File: config.mk
export PLATFORM = sky130hd
export DESIGN_NAME = shblk_byte_sched_flat
export DESIGN_NICKNAME = d
export VERILOG_FILES = /design/src/rtl/shblk_byte_sched_if.sv /design/src/rtl/shblk_byte_sched.sv /design/src/flat_wrapper.sv
export SDC_FILE = /design/constraint.sdc
export NUM_CORES = 1
export LEC_CHECK = 0
export ABC_AREA = 0
export BUFFER_PORTS_ARGS = -buffer_cell sky130_fd_sc_hd__buf_2
export CAP_MARGIN = 15
export CORE_MARGIN = 4
export CORE_UTILIZATION = 54
export DETAILED_ROUTE_END_ITERATION = 6
export PLACE_DENSITY = 0.79
export SYNTH_ARGS = -nofsm -noshare
export SYNTH_HDL_FRONTEND = slang
export SYNTH_SLANG_ARGS = --single-unit
File: constraint.sdc
create_clock -name clk -period 2.1 [get_ports clk]
set_input_delay 0.42 -clock clk [delete_from_list [all_inputs] [get_ports clk]]
set_output_delay 0.42 -clock clk [all_outputs]
set_load 0.02 [all_outputs]
File: src/rtl/shblk_byte_sched_if.sv
// Handshake bundle between the shared-state source, the byte scheduler and the
// byte-serial masked datapath. slave = scheduler view, master = driver view.
interface shblk_byte_sched_if #(
  parameter int d      = 2,
  parameter int nbytes = 16
);
  localparam int CW = $clog2(nbytes);

  logic                    in_valid;
  logic                    in_ready;
  logic [d*8*nbytes-1:0]   in_shblk;
  logic                    out_valid;
  logic                    out_ready;
  logic [8*d-1:0]          out_shbit;
  logic [CW-1:0]           out_idx;
  logic                    out_last;
  logic                    flush;
  logic                    busy;

  modport slave (
    input  in_valid, in_shblk, out_ready, flush,
    output in_ready, out_valid, out_shbit, out_idx, out_last, busy
  );

  modport master (
    output in_valid, in_shblk, out_ready, flush,
    input  in_ready, out_valid, out_shbit, out_idx, out_last, busy
  );
endinterface

File: src/rtl/shblk_byte_sched.sv
// Byte scheduler: captures a d-share state and issues it one shared byte per handshake.
// Optional macro SHBLK_SCHED_CLEAR_EN wipes the held state after use and blanks idle output.
module shblk_byte_sched #(
  parameter int d      = 2,
  parameter int nbytes = 16
) (
  input  logic                 clk,
  input  logic                 rst_n,
  shblk_byte_sched_if.slave    bus
);
  localparam int CW = $clog2(nbytes);
  localparam logic [CW-1:0] LAST = CW'(nbytes - 1);

  typedef enum logic [0:0] {IDLE, ISSUE} state_t;

  state_t                 state_p0;
  logic [CW-1:0]          cnt_p0;
  logic [d*8*nbytes-1:0]  data_p0;
  logic                   vld_p0;
  logic                   rdy_p0;
  logic                   take;
  logic [8*d-1:0]         shbit;
  logic [7:0]             lane [d][nbytes];

  // Flush wins over capture, so the ready seen upstream must already reflect it.
  assign take = bus.in_valid && rdy_p0 && !bus.flush;

  always_ff @(posedge clk or negedge rst_n) begin
    if (!rst_n) begin
      state_p0 <= IDLE;
      cnt_p0   <= '0;
      data_p0  <= '0;
      vld_p0   <= 1'b0;
      rdy_p0   <= 1'b1;
    end else if (bus.flush) begin
      state_p0 <= IDLE;
      cnt_p0   <= '0;
      vld_p0   <= 1'b0;
      rdy_p0   <= 1'b1;
`ifdef SHBLK_SCHED_CLEAR_EN
      data_p0  <= '0;
`endif
    end else begin
      case (state_p0)
        IDLE: begin
          if (take) begin
            data_p0  <= bus.in_shblk;
            cnt_p0   <= '0;
            state_p0 <= ISSUE;
            vld_p0   <= 1'b1;
            rdy_p0   <= 1'b0;
          end
        end
        ISSUE: begin
          if (bus.out_ready) begin
            if (cnt_p0 == LAST) begin
              cnt_p0   <= '0;
              state_p0 <= IDLE;
              vld_p0   <= 1'b0;
              rdy_p0   <= 1'b1;
`ifdef SHBLK_SCHED_CLEAR_EN
              data_p0  <= '0;
`endif
            end else begin
              cnt_p0 <= cnt_p0 + 1'b1;
            end
          end
        end
        default: begin
          state_p0 <= IDLE;
          vld_p0   <= 1'b0;
          rdy_p0   <= 1'b1;
        end
      endcase
    end
  end

  // Block-to-bit representation is pure wiring: share j bit i lands at d*i+j.
  for (genvar j = 0; j < d; j++) begin : g_share
    for (genvar k = 0; k < nbytes; k++) begin : g_byte
      assign lane[j][k] = data_p0[8*nbytes*j + 8*k +: 8];
    end
    for (genvar i = 0; i < 8; i++) begin : g_bit
      assign shbit[d*i + j] = lane[j][cnt_p0][i];
    end
  end

`ifdef SHBLK_SCHED_CLEAR_EN
  assign bus.out_shbit = vld_p0 ? shbit : '0;
`else
  assign bus.out_shbit = shbit;
`endif

  assign bus.in_ready  = rdy_p0 && !bus.flush;
  assign bus.out_valid = vld_p0;
  assign bus.out_idx   = cnt_p0;
  assign bus.out_last  = vld_p0 && (cnt_p0 == LAST);
  assign bus.busy      = (state_p0 != IDLE);
endmodule

File: src/flat_wrapper.sv
// flat-port wrapper written by rule: the top's interface ports become plain ports
module shblk_byte_sched_flat 
#(
  parameter int d      = 2,
  parameter int nbytes = 16
)
  (clk, rst_n, bus_in_valid, bus_in_shblk, bus_out_ready, bus_flush, bus_in_ready, bus_out_valid, bus_out_shbit, bus_out_idx, bus_out_last, bus_busy);
  shblk_byte_sched_if #(.d(d), .nbytes(nbytes)) bus_i ();
  input  logic clk;
  input  logic rst_n;
  input wire logic [$bits(bus_i.in_valid)-1:0] bus_in_valid;
  input wire logic [$bits(bus_i.in_shblk)-1:0] bus_in_shblk;
  input wire logic [$bits(bus_i.out_ready)-1:0] bus_out_ready;
  input wire logic [$bits(bus_i.flush)-1:0] bus_flush;
  output wire logic [$bits(bus_i.in_ready)-1:0] bus_in_ready;
  output wire logic [$bits(bus_i.out_valid)-1:0] bus_out_valid;
  output wire logic [$bits(bus_i.out_shbit)-1:0] bus_out_shbit;
  output wire logic [$bits(bus_i.out_idx)-1:0] bus_out_idx;
  output wire logic [$bits(bus_i.out_last)-1:0] bus_out_last;
  output wire logic [$bits(bus_i.busy)-1:0] bus_busy;
  assign bus_i.in_valid = bus_in_valid;
  assign bus_i.in_shblk = bus_in_shblk;
  assign bus_i.out_ready = bus_out_ready;
  assign bus_i.flush = bus_flush;
  assign bus_in_ready = bus_i.in_ready;
  assign bus_out_valid = bus_i.out_valid;
  assign bus_out_shbit = bus_i.out_shbit;
  assign bus_out_idx = bus_i.out_idx;
  assign bus_out_last = bus_i.out_last;
  assign bus_busy = bus_i.busy;
  shblk_byte_sched #(.d(d), .nbytes(nbytes)) u_core (.clk(clk), .rst_n(rst_n), .bus(bus_i));
endmodule
# Word-level counts from Yosys, hierarchy flattened
# Index checks and enable logic that the tools add are counted.
[op_classes]
add_sub_neg = 1
magnitude_cmp = 1
n_eq_ne = 4
n_mux = 26
bitwise_logic = 3
n_reduce_logical = 8
[ops]
columns = ["cell", "count"]
rows = [
  ["$bmux 8 s4", 2],
  ["$mux 8", 4],
  ["$mux 4", 4],
  ["$mux 1", 12],
  ["$pmux 4 s2", 1],
  ["$ne 3x3->1 const B", 2],
  ["$pmux 1 s2", 3],
  ["$reduce_and 3->1", 2],
  ["$ge 5x5->1 const B", 1],
  ["$not 4->5", 1],
  ["$add 4x1->4 const B", 1],
  ["$eq 4x4->1 const B", 1],
  ["$logic_and 1x1->1", 4],
  ["$ne 3x2->1 const B", 1],
  ["$not 1->1", 2],
  ["$reduce_and 2->1", 1],
  ["$logic_not 1->1", 1],
]
[totals]
ff_bits = 263
input_bits = 261
output_inout_bits = 24
word_cells = 48

# Logic depth before layout (Yosys ltp)
[depth]
depth_word = 5
depth_mapped = 6
depth_no_buf = 4

# Worst setup path before layout
# Ideal clock, no wire load.
[synth_timing]
path_kind = "flip-flop to output port"
from = "register u_core.cnt_p0[0], in the netlist u_core.bus.out_idx[0]"
to = "output port bus_out_shbit[12]"
t_arrival_ns = 1.659
t_required_ns = 1.680
path_slack_ns = 0.021
stages_incl_launch_ff = 6
path_buffers = 2
path_cell_list = "dfrtp_1 > buf_6 > buf_6 > mux4_1 > mux2i_1 > o22ai_1"
[synth_via]
elab_chain_cells = 4
[synth_lines]
columns = ["item", "line", "source"]
rows = [
  ["start: declaration", "shblk_byte_sched.sv:17", "logic [CW-1:0] cnt_p0;"],
  ["start signal: assignment", "shblk_byte_sched.sv:65", "cnt_p0 <= cnt_p0 + 1'b1;"],
  ["$not 4->5 (not written as such)", "shblk_byte_sched.sv:84", "assign shbit[d*i + j] = lane[j][cnt_p0][i];"],
  ["$bmux 8 s4", "shblk_byte_sched.sv:84", ""],
  ["$mux 8 (2 in a row)", "-", ""],
  ["end: declaration", "flat_wrapper.sv:17", "output wire logic [$bits(bus_i.out_shbit)-1:0] bus_out_shbit;"],
]
# Every way passes these cells. The select of a mux whose other input is x is not followed.

# Worst setup path in the final report
[layout_timing]
from = "register u_core.cnt_p0[1], in the netlist u_core.bus.out_idx[1]"
to = "output port bus_out_shbit[15]"
[layout_via]
elab_chain_cells = 4
[layout_lines]
columns = ["item", "line"]
rows = [
  ["$not 4->5 (not written as such)", "shblk_byte_sched.sv:84"],
  ["$bmux 8 s4", "shblk_byte_sched.sv:84"],
  ["$mux 8 (not written as such)", "shblk_byte_sched.sv:84"],
  ["$mux 8", "-"],
]
# Every way passes these cells. The select of a mux whose other input is x is not followed.

==> results.tsv <==
metric	value	unit
total power divided by cell area	1310	nW/um^2
Pleak	6.74	nW
endpoint type of the worst setup path	output port	
share of synthesized area spent on multiplexers	0.375	
number of instances in the synthesized netlist	773	
number of buffers between clock root and the deepest sink	3	
overall fraction of global-route tracks in use	0.239	
main combinational cell family by area after synthesis	multiplexers	
startpoint class of the critical path	register	
start point of the worst min-delay path	bus_in_shblk[183]	
die area	24700	um^2
final hold violations	0	
r2r setup slk	0.29	ns
warnings from Yosys	0	
Synth area leaders	sky130_fd_sc_hd__dfrtp_1 (55%), sky130_fd_sc_hd__mux2_2 (30%), sky130_fd_sc_hd__mux4_2 (5.1%)	
area of the mapped netlist	12000	um^2
count of port buffers added during placement	284	
cell type contributing the most total cell area after synthesis	sky130_fd_sc_hd__dfrtp_1	
post-detailed-route DRC marker count	0	
Vert. Die Dim	157	um
worst hold stages	2	
Clock Power Share	0.256	
reported net switching power	5.77	mW
count of clock tree sinks	263	
fraction of the cycle the final worst path needs	1.26	
run status	finished with violations	
reg2reg path depth	5	
antenna-violating nets left	0	
proportion of layout cells with a drive suffix above 1	0.706	
total core area	21900	um^2
met2 routing resource usage after global routing	0.393	
pin count of the biggest net entering global routing	67	
Boundary Pins	285	
Worst Max-Slew Pin Slew	0.474	ns
initial drt markers	416	
GR met1 Demand/Resource	0.330	
via total after detailed routing	7894	
busiest layer in global routing	met2	
clock input transition at the sequential cells of the worst setup and hold paths	0.06	ns
global-route wire length before repair	46000	um
worst setup timing slack at the placement stage	-0.0632	ns
via density per instance	5.68	
Avg Synthesized Cell Area	15.6	um^2
number of detailed-route iterations in the first pass	4	
placer's final routability congestion estimate	0.831	
setup repair after global routing missed its margin	true	
total congestion overflow	0	
width of the chip	157	um
routed length per instance	21.7	um
xor/xnor cell area share of the yosys netlist	0	
sink of the worst hold path	u_core.data_p0[183]	
most common cell after layout, fill and taps aside	sky130_fd_sc_hd__mux2_2	
CP Class	register to output port	
H-Tree Depth	1	
max capacitance violation total	0	
met3 routing resource usage after global routing	0.0462	
clock tree from TritonCTS	done	
final instance count without filler cells	1390	
nets in the synthesized netlist	1035	
Seq cells post-synth	263	
Data arrival, critical path	2.22	ns
final period demand of the worst path	2.64	ns
detailed-placement wirelength estimate	21200	um
Clock Latency Late Sink	0.54	ns
Critical R2R Capture	u_core.data_p0[127]	
worst reg2reg path startpoint	u_core.rdy_p0	
number of rows created at floorplan	54	
total CTS buffers	28	
antenna violations before repair	4	
overall routed net length	30100	um
share of the yosys chip area belonging to registers	0.547	
net total in the final layout	1349	
effective utilization at floorplan	0.549	
via count of the first global-routing pass	8457	
CTS Root Buffer Type	sky130_fd_sc_hd__clkbuf_16	
layout overhead on the synthesized area	29.6	%
class of the tightest hold or removal check	primary input to register	
critical-path maximum fanout	7	
most frequent cells in the layout	sky130_fd_sc_hd__mux2_2 (319), sky130_fd_sc_hd__buf_2 (273), sky130_fd_sc_hd__dfrtp_1 (259)	
cell total after placement	1327	
switching share of power	0.283	
slack of the critical path	-0.537	ns
simple-gate portion of the synthesized area	0.0109	
Unique masters post-synth	36	
Synth top area share	0.545	
sequential fraction of design power	0.428	
Max Transition Viols Final	0	
share of the synthesized area in compound gates (AO/OA/AOI/OAI)	0.0336	
Req. time, crit path	1.68	ns
portion of total power attributed to combinational logic	0.316	
post-layout total power	20.4	mW
CP startpoint	u_core.bus.out_idx[1]	
fraction of the mapped netlist area in adder cells	0.00104	
Worst Clk Skew	0.0122	ns
cell internal power dissipation	14.6	mW
Fmax achieved	379	MHz
number of endpoints failing setup at the final stage	17	
Worst VDD drop	0.813	mV
violated checks	negative setup slack	
Slew Limit Headroom	0.684	
worst-case hold slack	0.108	ns
## cells by family (layout without fill, tap and decap cells)
group,Yosys count,count (layout)
flops,263,263
simple gates,22,22
mux,369,369
compound gates,56,56
fa+ha+maj,1,1
buf+inv,62,396
other cells,0,3
## metal layers
layer	up-vias	wire length [um]
li1	3548	-
met1	4035	13000
met2	254	14500
met3	55	1860
met4	2	821
met5	-	13
## critical path, cell delays in order (launching register included)
cell	delay [ns]
sky130_fd_sc_hd__dfrtp_2	0.45
sky130_fd_sc_hd__buf_8	0.16
sky130_fd_sc_hd__mux4_2	0.51
sky130_fd_sc_hd__mux2i_1	0.17
sky130_fd_sc_hd__buf_4	0.17
sky130_fd_sc_hd__o22ai_4	0.07
sky130_fd_sc_hd__buf_6	0.14
## power groups by stage
stage | Clock (mW) | Combinational, mW | Sequential [mW]
after floorplan | 0 | 4.34 | 8.27
after global placement | 0 | 5.62 | 8.63
after detailed placement | 0 | 5.80 | 8.76
after CTS | 5.31 | 6.24 | 8.70
after global routing | 5.53 | 6.92 | 8.99
final | 5.22 | 6.44 | 8.74
## cells in the mapped netlist, drive strengths merged
| cell | number |
|---|---|
| mux2 | 320 |
| dfrtp | 262 |
| buf | 49 |
| mux4 | 32 |
| o22ai | 32 |
| mux2i | 17 |
| o221ai | 16 |
| clkbuf | 7 |
| inv | 6 |
| nand2 | 4 |
| nand3 | 3 |
| nor2 | 3 |
| a21o | 2 |
| nand2b | 2 |
| nand4 | 2 |
| a211o | 1 |
| a21oi | 1 |
| a32o | 1 |
| a32oi | 1 |
| and3 | 1 |
| and4 | 1 |
| dfstp | 1 |
| ha | 1 |
| nand3b | 1 |
| nor2b | 1 |
| nor3 | 1 |
| o211ai | 1 |
| o32ai | 1 |
| or2 | 1 |
| or2b | 1 |
| or3 | 1 |
## timing repair
action                                  4_1_cts  5_1_grt
pin swaps                                     1        4
endpoints found under the hold margin        48        0
hold buffers                                  1        0
endpoints found under the setup margin       17       17
resized for setup                            57       29
buffers inserted                              4        3
gates cloned                                  1        2
## state kept, by name, indices dropped and copies added (netlist names)
register and cells:
u_core.bus.out_idx 4, u_core.rdy_p0 1, u_core.data_p0 256, u_core.bus.busy 1, u_core.bus.out_valid 1
## worst max path at each step
stage | to | slack, ns
floorplan | bus_out_shbit[12] | 0.02
global placement | bus_out_shbit[10] | -0.002
detailed placement | bus_out_shbit[15] | -0.06
CTS | bus_out_shbit[15] | -0.57
global route | bus_out_shbit[15] | -0.66
finish | bus_out_shbit[15] | -0.54
## area by class of cell
cell class                 instances  area, um^2
inverter                           6        22.5
timing repair buffer             340        2270
clock inverter                     9         145
tap                              280         350
multi-input combinational        448        5370
antenna                            3        7.51
clock buffer                      41         841
fill                            1454        6300
sequential                       263        6590
## per-stage QoR
stage | cell area (um^2) | utilization | setup TNS, ns
global placement | 14100 | 0.643 | -0.00182
finish | 15600 | 0.712 | -7.93
CTS | 15400 | 0.703 | -8.29
global route | 15600 | 0.712 | -9.37
floorplan | 12000 | - | 0
detailed placement | 14100 | 0.643 | -0.109
(Power assumes the default switching activity.)
